==> config.mk <==
export PLATFORM = sky130hd
export DESIGN_NAME = dmem_master
export DESIGN_NICKNAME = d
export VERILOG_FILES = /design/src/rtl/riscv_pkg.sv /design/src/rtl/load_align.sv /design/src/rtl/dmem_master.sv
export SDC_FILE = /design/constraint.sdc
export NUM_CORES = 1
export LEC_CHECK = 0
export CORE_MARGIN = 5
export CORE_UTILIZATION = 25
export CTS_BUF_LIST = sky130_fd_sc_hd__clkbuf_8
export CTS_CLUSTER_DIAMETER = 40
export CTS_CLUSTER_SIZE = 8
export DETAILED_ROUTE_END_ITERATION = 10
export HOLD_SLACK_MARGIN = 0.08
export PLACE_DENSITY = 0.53
export SYNTH_ARGS = -nofsm -noshare
export SYNTH_HDL_FRONTEND = slang
export SYNTH_SLANG_ARGS = --single-unit
==> constraint.sdc <==
create_clock -name clk_i -period 3.9 [get_ports clk_i]
set_input_delay 0.975 -clock clk_i [delete_from_list [all_inputs] [get_ports clk_i]]
set_output_delay 0.975 -clock clk_i [all_outputs]
set_load 0.005 [all_outputs]
==> src/rtl/riscv_pkg.sv <==
// riscv_pkg: shared types for the core's data-memory path.
//   XLEN          - data/address width
//   operation_e   - memory-stage operation encoding (OP_NONE = no access)
//   dmem_state_e  - dmem_master sequencing states
//   BE_*          - byte-enable patterns used when building bus requests
//   is_load / is_store / is_load_store / is_misaligned - op classification helpers
package riscv_pkg;

  localparam int XLEN = 32;

  typedef enum logic [3:0] {
    OP_NONE = 4'd0,
    OP_LB   = 4'd1,
    OP_LH   = 4'd2,
    OP_LW   = 4'd3,
    OP_LBU  = 4'd4,
    OP_LHU  = 4'd5,
    OP_SB   = 4'd6,
    OP_SH   = 4'd7,
    OP_SW   = 4'd8
  } operation_e;

  typedef enum logic [1:0] {
    IDLE = 2'd0,
    REQ  = 2'd1,
    WAIT = 2'd2,
    RESP = 2'd3
  } dmem_state_e;

  localparam logic [3:0] BE_BYTE0   = 4'b0001;
  localparam logic [3:0] BE_HALF_LO = 4'b0011;
  localparam logic [3:0] BE_HALF_HI = 4'b1100;
  localparam logic [3:0] BE_WORD    = 4'b1111;

  function automatic logic is_load(operation_e op);
    return op inside {OP_LB, OP_LH, OP_LW, OP_LBU, OP_LHU};
  endfunction

  function automatic logic is_store(operation_e op);
    return op inside {OP_SB, OP_SH, OP_SW};
  endfunction

  function automatic logic is_load_store(operation_e op);
    return is_load(op) || is_store(op);
  endfunction

  // Halfwords must sit on an even address, words on a multiple of four.
  function automatic logic is_misaligned(operation_e op, logic [1:0] off);
    logic mis;
    mis = 1'b0;
    case (op)
      OP_LH, OP_LHU, OP_SH: mis = off[0];
      OP_LW, OP_SW:         mis = (off != 2'b00);
      default:              mis = 1'b0;
    endcase
    return mis;
  endfunction

endpackage

==> src/rtl/load_align.sv <==
// load_align: picks the addressed byte/halfword out of a returned memory word
// and sign- or zero-extends it to XLEN.
//   op_i     - load operation (non-loads produce 0)
//   off_i    - byte offset addr[1:0] of the access
//   rdata_i  - raw word from memory
//   result_o - aligned, extended load result
module load_align
  import riscv_pkg::*;
(
  input  operation_e       op_i,
  input  logic [1:0]       off_i,
  input  logic [XLEN-1:0]  rdata_i,
  output logic [XLEN-1:0]  result_o
);

  logic [7:0]  byte_lane;
  logic [15:0] half_lane;

  always_comb begin
    byte_lane = rdata_i[7:0];
    case (off_i)
      2'd0: byte_lane = rdata_i[7:0];
      2'd1: byte_lane = rdata_i[15:8];
      2'd2: byte_lane = rdata_i[23:16];
      2'd3: byte_lane = rdata_i[31:24];
      default: byte_lane = rdata_i[7:0];
    endcase
    // Only addr[1] chooses the halfword; addr[0] is ignored here.
    half_lane = off_i[1] ? rdata_i[31:16] : rdata_i[15:0];

    result_o = '0;
    case (op_i)
      OP_LB:  result_o = {{(XLEN-8){byte_lane[7]}}, byte_lane};
      OP_LBU: result_o = {{(XLEN-8){1'b0}}, byte_lane};
      OP_LH:  result_o = {{(XLEN-16){half_lane[15]}}, half_lane};
      OP_LHU: result_o = {{(XLEN-16){1'b0}}, half_lane};
      OP_LW:  result_o = rdata_i;
      default: result_o = '0;
    endcase
  end

endmodule

==> src/rtl/dmem_master.sv <==
// dmem_master: load/store initiator between the memory pipeline stage and the
// data-memory responder. One access outstanding at a time; the pipeline is
// stalled from acceptance until the single-cycle completion pulse.
//
// Optional feature macro: DMEM_MISALIGN_TRAP_EN
//   defined   - misaligned LH/LHU/SH/LW/SW complete one cycle after acceptance
//               with misalign_o=1 and no bus access
//   undefined - misalign_o is tied 0 and offending low address bits are ignored
//
// Ports:
//   clk_i, rst_i          - clock (rising edge), asynchronous active-high reset
//   req_valid_i/op/addr/wdata/rd_addr_i - memory-stage operation
//   stall_o               - hold upstream pipeline (combinational)
//   rsp_valid_o           - one-cycle completion pulse
//   rsp_rdata_o           - aligned/extended load result, 0 for stores/faults
//   rsp_rd_addr_o         - destination register of the completed access
//   misalign_o            - completion was a misaligned-access fault
//   mem_req_o/we/addr/be/wdata_o - request to data memory (held until grant)
//   mem_gnt_i             - request accepted by responder
//   mem_rvalid_i/rdata_i  - read data / write acknowledge
module dmem_master
  import riscv_pkg::*;
(
  input  logic             clk_i,
  input  logic             rst_i,
  input  logic             req_valid_i,
  input  operation_e       req_op_i,
  input  logic [XLEN-1:0]  req_addr_i,
  input  logic [XLEN-1:0]  req_wdata_i,
  input  logic [4:0]       req_rd_addr_i,
  output logic             stall_o,
  output logic             rsp_valid_o,
  output logic [XLEN-1:0]  rsp_rdata_o,
  output logic [4:0]       rsp_rd_addr_o,
  output logic             misalign_o,
  output logic             mem_req_o,
  output logic             mem_we_o,
  output logic [XLEN-1:0]  mem_addr_o,
  output logic [3:0]       mem_be_o,
  output logic [XLEN-1:0]  mem_wdata_o,
  input  logic             mem_gnt_i,
  input  logic             mem_rvalid_i,
  input  logic [XLEN-1:0]  mem_rdata_i
);

  dmem_state_e     state_q, state_d;
  operation_e      op_q;
  logic [1:0]      off_q;
  logic [4:0]      rd_addr_q;
  logic [XLEN-1:0] rdata_q;
  logic            mem_we_q;
  logic [XLEN-1:0] mem_addr_q;
  logic [3:0]      mem_be_q;
  logic [XLEN-1:0] mem_wdata_q;

  logic            accept;
  logic            fault;
  logic [3:0]      be_d;
  logic [XLEN-1:0] wdata_d;
  logic [XLEN-1:0] load_result;

  assign accept = req_valid_i && is_load_store(req_op_i);

`ifdef DMEM_MISALIGN_TRAP_EN
  logic misalign_q;

  assign fault = is_misaligned(req_op_i, req_addr_i[1:0]);

  always_ff @(posedge clk_i or posedge rst_i) begin
    if (rst_i) begin
      misalign_q <= 1'b0;
    end else if (state_q == IDLE && accept) begin
      misalign_q <= fault;
    end
  end

  // Qualified so the flag never lingers outside the completion pulse.
  assign misalign_o = misalign_q && (state_q == RESP);
`else
  assign fault      = 1'b0;
  assign misalign_o = 1'b0;
`endif

  // ---------------------------------------------------------------- FSM state
  always_ff @(posedge clk_i or posedge rst_i) begin
    if (rst_i) begin
      state_q <= IDLE;
    end else begin
      state_q <= state_d;
    end
  end

  // ---------------------------------------------------------- FSM next state
  always_comb begin
    state_d = state_q;
    case (state_q)
      IDLE: if (accept) state_d = fault ? RESP : REQ;
      REQ:  if (mem_gnt_i) state_d = WAIT;
      WAIT: if (mem_rvalid_i) state_d = RESP;
      RESP: state_d = IDLE;
      default: state_d = IDLE;
    endcase
  end

  // -------------------------------------------------------------- FSM outputs
  always_comb begin
    stall_o     = 1'b0;
    mem_req_o   = 1'b0;
    rsp_valid_o = 1'b0;
    case (state_q)
      IDLE: stall_o = accept;
      REQ: begin
        stall_o   = 1'b1;
        mem_req_o = 1'b1;
      end
      WAIT: stall_o = 1'b1;
      // Stall drops here so the pipeline advances on the completing edge.
      RESP: rsp_valid_o = 1'b1;
      default: ;
    endcase
  end

  // Byte enables and lane-replicated store data. Only addr[1] steers a
  // halfword and words ignore both low bits, so unaligned accesses fold onto
  // the containing lane when fault detection is off.
  always_comb begin
    be_d    = BE_WORD;
    wdata_d = '0;
    case (req_op_i)
      OP_SB: begin
        be_d    = BE_BYTE0 << req_addr_i[1:0];
        wdata_d = {4{req_wdata_i[7:0]}};
      end
      OP_SH: begin
        be_d    = req_addr_i[1] ? BE_HALF_HI : BE_HALF_LO;
        wdata_d = {2{req_wdata_i[15:0]}};
      end
      OP_SW: wdata_d = req_wdata_i;
      default: ;
    endcase
  end

  load_align u_load_align (
    .op_i     (op_q),
    .off_i    (off_q),
    .rdata_i  (mem_rdata_i),
    .result_o (load_result)
  );

  // ---------------------------------------------------------------- datapath
  always_ff @(posedge clk_i or posedge rst_i) begin
    if (rst_i) begin
      op_q        <= OP_NONE;
      off_q       <= 2'b00;
      rd_addr_q   <= '0;
      rdata_q     <= '0;
      mem_we_q    <= 1'b0;
      mem_addr_q  <= '0;
      mem_be_q    <= '0;
      mem_wdata_q <= '0;
    end else if (state_q == IDLE && accept) begin
      op_q        <= req_op_i;
      off_q       <= req_addr_i[1:0];
      rd_addr_q   <= req_rd_addr_i;
      rdata_q     <= '0;   // stores and faults complete with zero data
      mem_we_q    <= is_store(req_op_i);
      mem_addr_q  <= {req_addr_i[XLEN-1:2], 2'b00};
      mem_be_q    <= be_d;
      mem_wdata_q <= wdata_d;
    end else if (state_q == WAIT && mem_rvalid_i) begin
      rdata_q     <= is_load(op_q) ? load_result : '0;
    end
  end

  assign rsp_rdata_o   = rdata_q;
  assign rsp_rd_addr_o = rd_addr_q;
  assign mem_we_o      = mem_we_q;
  assign mem_addr_o    = mem_addr_q;
  assign mem_be_o      = mem_be_q;
  assign mem_wdata_o   = mem_wdata_q;

endmodule
==> key figures <==
Logic synthesis
  – Synth Area in Adders: 1.377%
  – Xor/xnor share of the synthesized area: 0.1662%
  – Asr flop ratio synth: 100.0%
  – Seq cells post-synth: 112
  – Largest family of logic cells by synthesized area: simple AND/OR/NAND/NOR gates
  – Simple-gate share of the synthesized area: 18.10%
  – Syn_area_per_cell: 9.493 µm²
  – Synth Area in Compound Gates: 17.53%
  – Post-synth EDFFs: 0
  – Top cells by area, synth: dfrtp_1, nand2_1, a22o_1, o21ai_0, a21oi_1
  – Cells after Synth: 555
  – Synth Flop Type: dfrtp_1
  – Sequential fraction of the synthesis area: 53.19%
  – Yosys cell types: 44
  – Post-synthesis cell area: ~5300 µm²
  – Yosys top cell area share: 53.19%
  – Area leader, netlist: dfrtp_1
  – Multiplexer share of the synthesized area: between 5 and 6%
  – Synth warn: 0

Clocking
  – Post-CTS Resized: 0
  – Clock sinks: 112
  – Total CTS buffers: 9
  – Post-CTS setup buffer count: 0
  – Clock latency at the later pin of the worst-skew pair: 0.39 ns
  – CTS H-Tree Depth: 3
  – Root buffer cell: clkbuf_8
  – CTS tree: built
  – Worst-path clk slew: 0.13 ns
  – Maximum buffer depth of the clock tree: 2
  – Cts hold-fix bufs: 0

GRT
  – Grt met3 use: 5.675%
  – Largest net degree at the start of global routing: 59
  – Global route overflow: 0
  – GR Layer Usage met1: 20.42%
  – First-pass GRT wire length: 28.88 mm
  – Antenna violations before repair: 0
  – GRT Overall Usage: between 10% and 20%
  – Most Crowded Layer GR: met2
  – Met2 Use GR: 23.19%
  – Vias in the first global route: around 5000

Detailed routing
  – ANT nets after route: 0
  – DR iter-0 viols: around 230
  – Via count: just under 5000
  – DRT Pass-1 Iters: 4
  – DRC viols: 0
  – Routed Wire Length: approximately 18 mm
  – WL per Instance: 17.64 µm
  – Vias/cell: approximately 4.6

Floorplanning
  – Die width: 155.2 µm
  – Core area: ~21000 µm²
  – Die footprint: approximately 24000 µm²
  – Io pins: 220
  – Die Y: ~160 µm
  – Initial core utilization: 25.22%
  – Row count: 53

Pwr
  – Comb power frac: between 40% and 50%
  – Leak: 3.476 nW
  – Clk pwr share: 15.8%
  – PD cells: 583.3 nW/µm²
  – Pwr Total: 4.667 mW
  – Switching power: 1.682 mW
  – Sequential power share: 40.2%
  – Switching share of power: 36.04%
  – Maximum vdd drop: 269.2 µV
  – Internal power: 2.985 mW

Critical path
  – Critical path required time: 2.92 ns
  – Critical path buffers and inverters: 2
  – Crit-path max FO: 3
  – Worst-path cell chain: clkdlybuf4s50_1 > or4_4 > and3_2 > nor2_1 > nor2_1 > clkdlybuf4s50_1
  – Crit path max-delay family: buffers and inverters
  – Crit path DAT: 2.79 ns
  – Slowest stage cell, crit path: or4_4
  – Crit path kind: input port to output port
  – CP Capture Type: output port
  – CP peak stage delay: approximately 0.54 ns
  – Worst Setup Start Kind: input port

Timing
  – RSZ-0062 raised after global routing: false
  – Finish-stage setup viols: 0
  – Clock skew: 0.01324 ns
  – TNS Setup: 0 ns
  – Peak Freq: 265.3 MHz
  – Max_slew headroom: about two fifths
  – Final period utilization: between 90% and 100%
  – Min cycle time layout: 3.770 ns
  – Final Max Slew Viols: 0
  – Worst-margin pin slew: around 0.92 ns
  – Final Hold Viols: 0

Placement
  – Hpwl dp: 13.46 mm
  – Routability cong.: 0.7520
  – Cells after DPL: between 1000 and 1500
  – # port buffers: 216

Final layout
  – Layout cells sized above 1: about 7.0%
  – # nets final: 878
  – # diodes: 0
  – Most frequent cells in the layout: clkdlybuf4s50_1, nand2_1, dfrtp_1
  – Commonest non-fill, non-tap cell in the layout: clkdlybuf4s50_1
  – Area delta synth->final: 51.84%
  – Post-route insts no fill: 1043

Flow run
  – Max Cap Violations: 0

Hold path
  – Hold crit path type: flip-flop to flip-flop

Outcome
  – Status: completed
-- area by class of cell --
type	instances	area, µm²
flip-flops and latches	112	2803
inverters	11	45.04
clock inverters	7	81.33
multi-input cells	395	2268
repair buffers	234	2335
clock buffers	9	123.9
well taps	275	344.1
fillers	2135	12890
-- state kept, by name, indices dropped and copies added, names as in the netlist, 2 cells and up --
| name | flops |
|---|---|
| mem_wdata_o | 32 |
| rsp_rdata_o | 32 |
| mem_addr_o | 30 |
| rsp_rd_addr_o | 5 |
| mem_be_o | 4 |
| op_q | 4 |
| off_q | 2 |
| state_q | 2 |
-- logic make-up (layout without fill, tap and decap cells) --
logic type	after synthesis	in the layout
other	1	3
xor gates and xnor gates	1	1
AOI/OAI and AO/OA	134	134
DFF	112	112
adders and majority gates	6	6
buffers and inverters	50	261
and+or+nand+nor	232	232
muxes	19	19
-- metal layers --
metal	share of wire (%)	routed length (µm)	up-vias
met5	0	0	-
met4	1.5	272	0
met3	11	1942	15
met2	43	7959	196
met1	45	8219	2265
li1	-	-	2325
-- Yosys cell counts (2+ instances only) --
cell and count:
mux2i_1 9, mux2_2 3, nand2_1 169, clkbuf_1 31, a221oi_1 8, a21oi_1 32
and3_1 2, mux4_2 7, a31oi_1 3, a221o_1 7, a32oi_1 7, and2_1 3
buf_4 3, o21ai_0 37, ha_1 5, a22o_1 25, nor3b_1 2, buf_6 3
nor2_1 39, nor3_1 4, nand2b_1 2, nand3_1 5, inv_1 11, a22oi_1 7
dfrtp_1 112
-- worst min-delay path, cell delays in order (launching register included) --
cell,delay [ns]
dfrtp_1,0.36
nand2_1,0.05
nand2_1,0.05
-- power groups by stage --
stage	sequential, mW	combinational (mW)	clock, mW
6_report	1.87	2.05	0.738
5_1_grt	1.94	2.28	0.815
2_1_floorplan	1.82	0.942	0
3_5_place_dp	1.89	2.10	0
4_1_cts	1.88	2.10	0.782
3_3_place_gp	1.89	2.09	0
-- through the flow --
| stage | hold WS (ns) | setup slack, ns | instance area [µm²] | utilization [%] |
|---|---|---|---|---|
| 2_1_floorplan | 0.4628 | 0.6664 | 5280 | - |
| 3_3_place_gp | 0.4533 | 0.1162 | 7795 | 37.32 |
| 3_5_place_dp | 0.4543 | 0.1084 | 7795 | 37.32 |
| 4_1_cts | 0.4854 | 0.1004 | 8000 | 38.30 |
| 5_1_grt | 0.5020 | 0.04336 | 8000 | 38.30 |
| 6_report | 0.4803 | 0.1302 | 8000 | 38.30 |
-- path summary, 6_finish.rpt --
kind,startpoint,endpoint,slack (ns),cells past startpoint
max,req_op_i[0],stall_o,0.13,6
min reg2reg,mem_be_o[0],mem_be_o[0],0.48,2
min in group asynchronous,rst_i,op_q[3],1.06,2
max reg2reg,state_q[0],rsp_rdata_o[2],1.31,9
min,mem_be_o[0],mem_be_o[0],0.48,2
max in group asynchronous,rst_i,mem_be_o[2],2.13,3
Note: power is estimated with default switching activity, not from simulation.
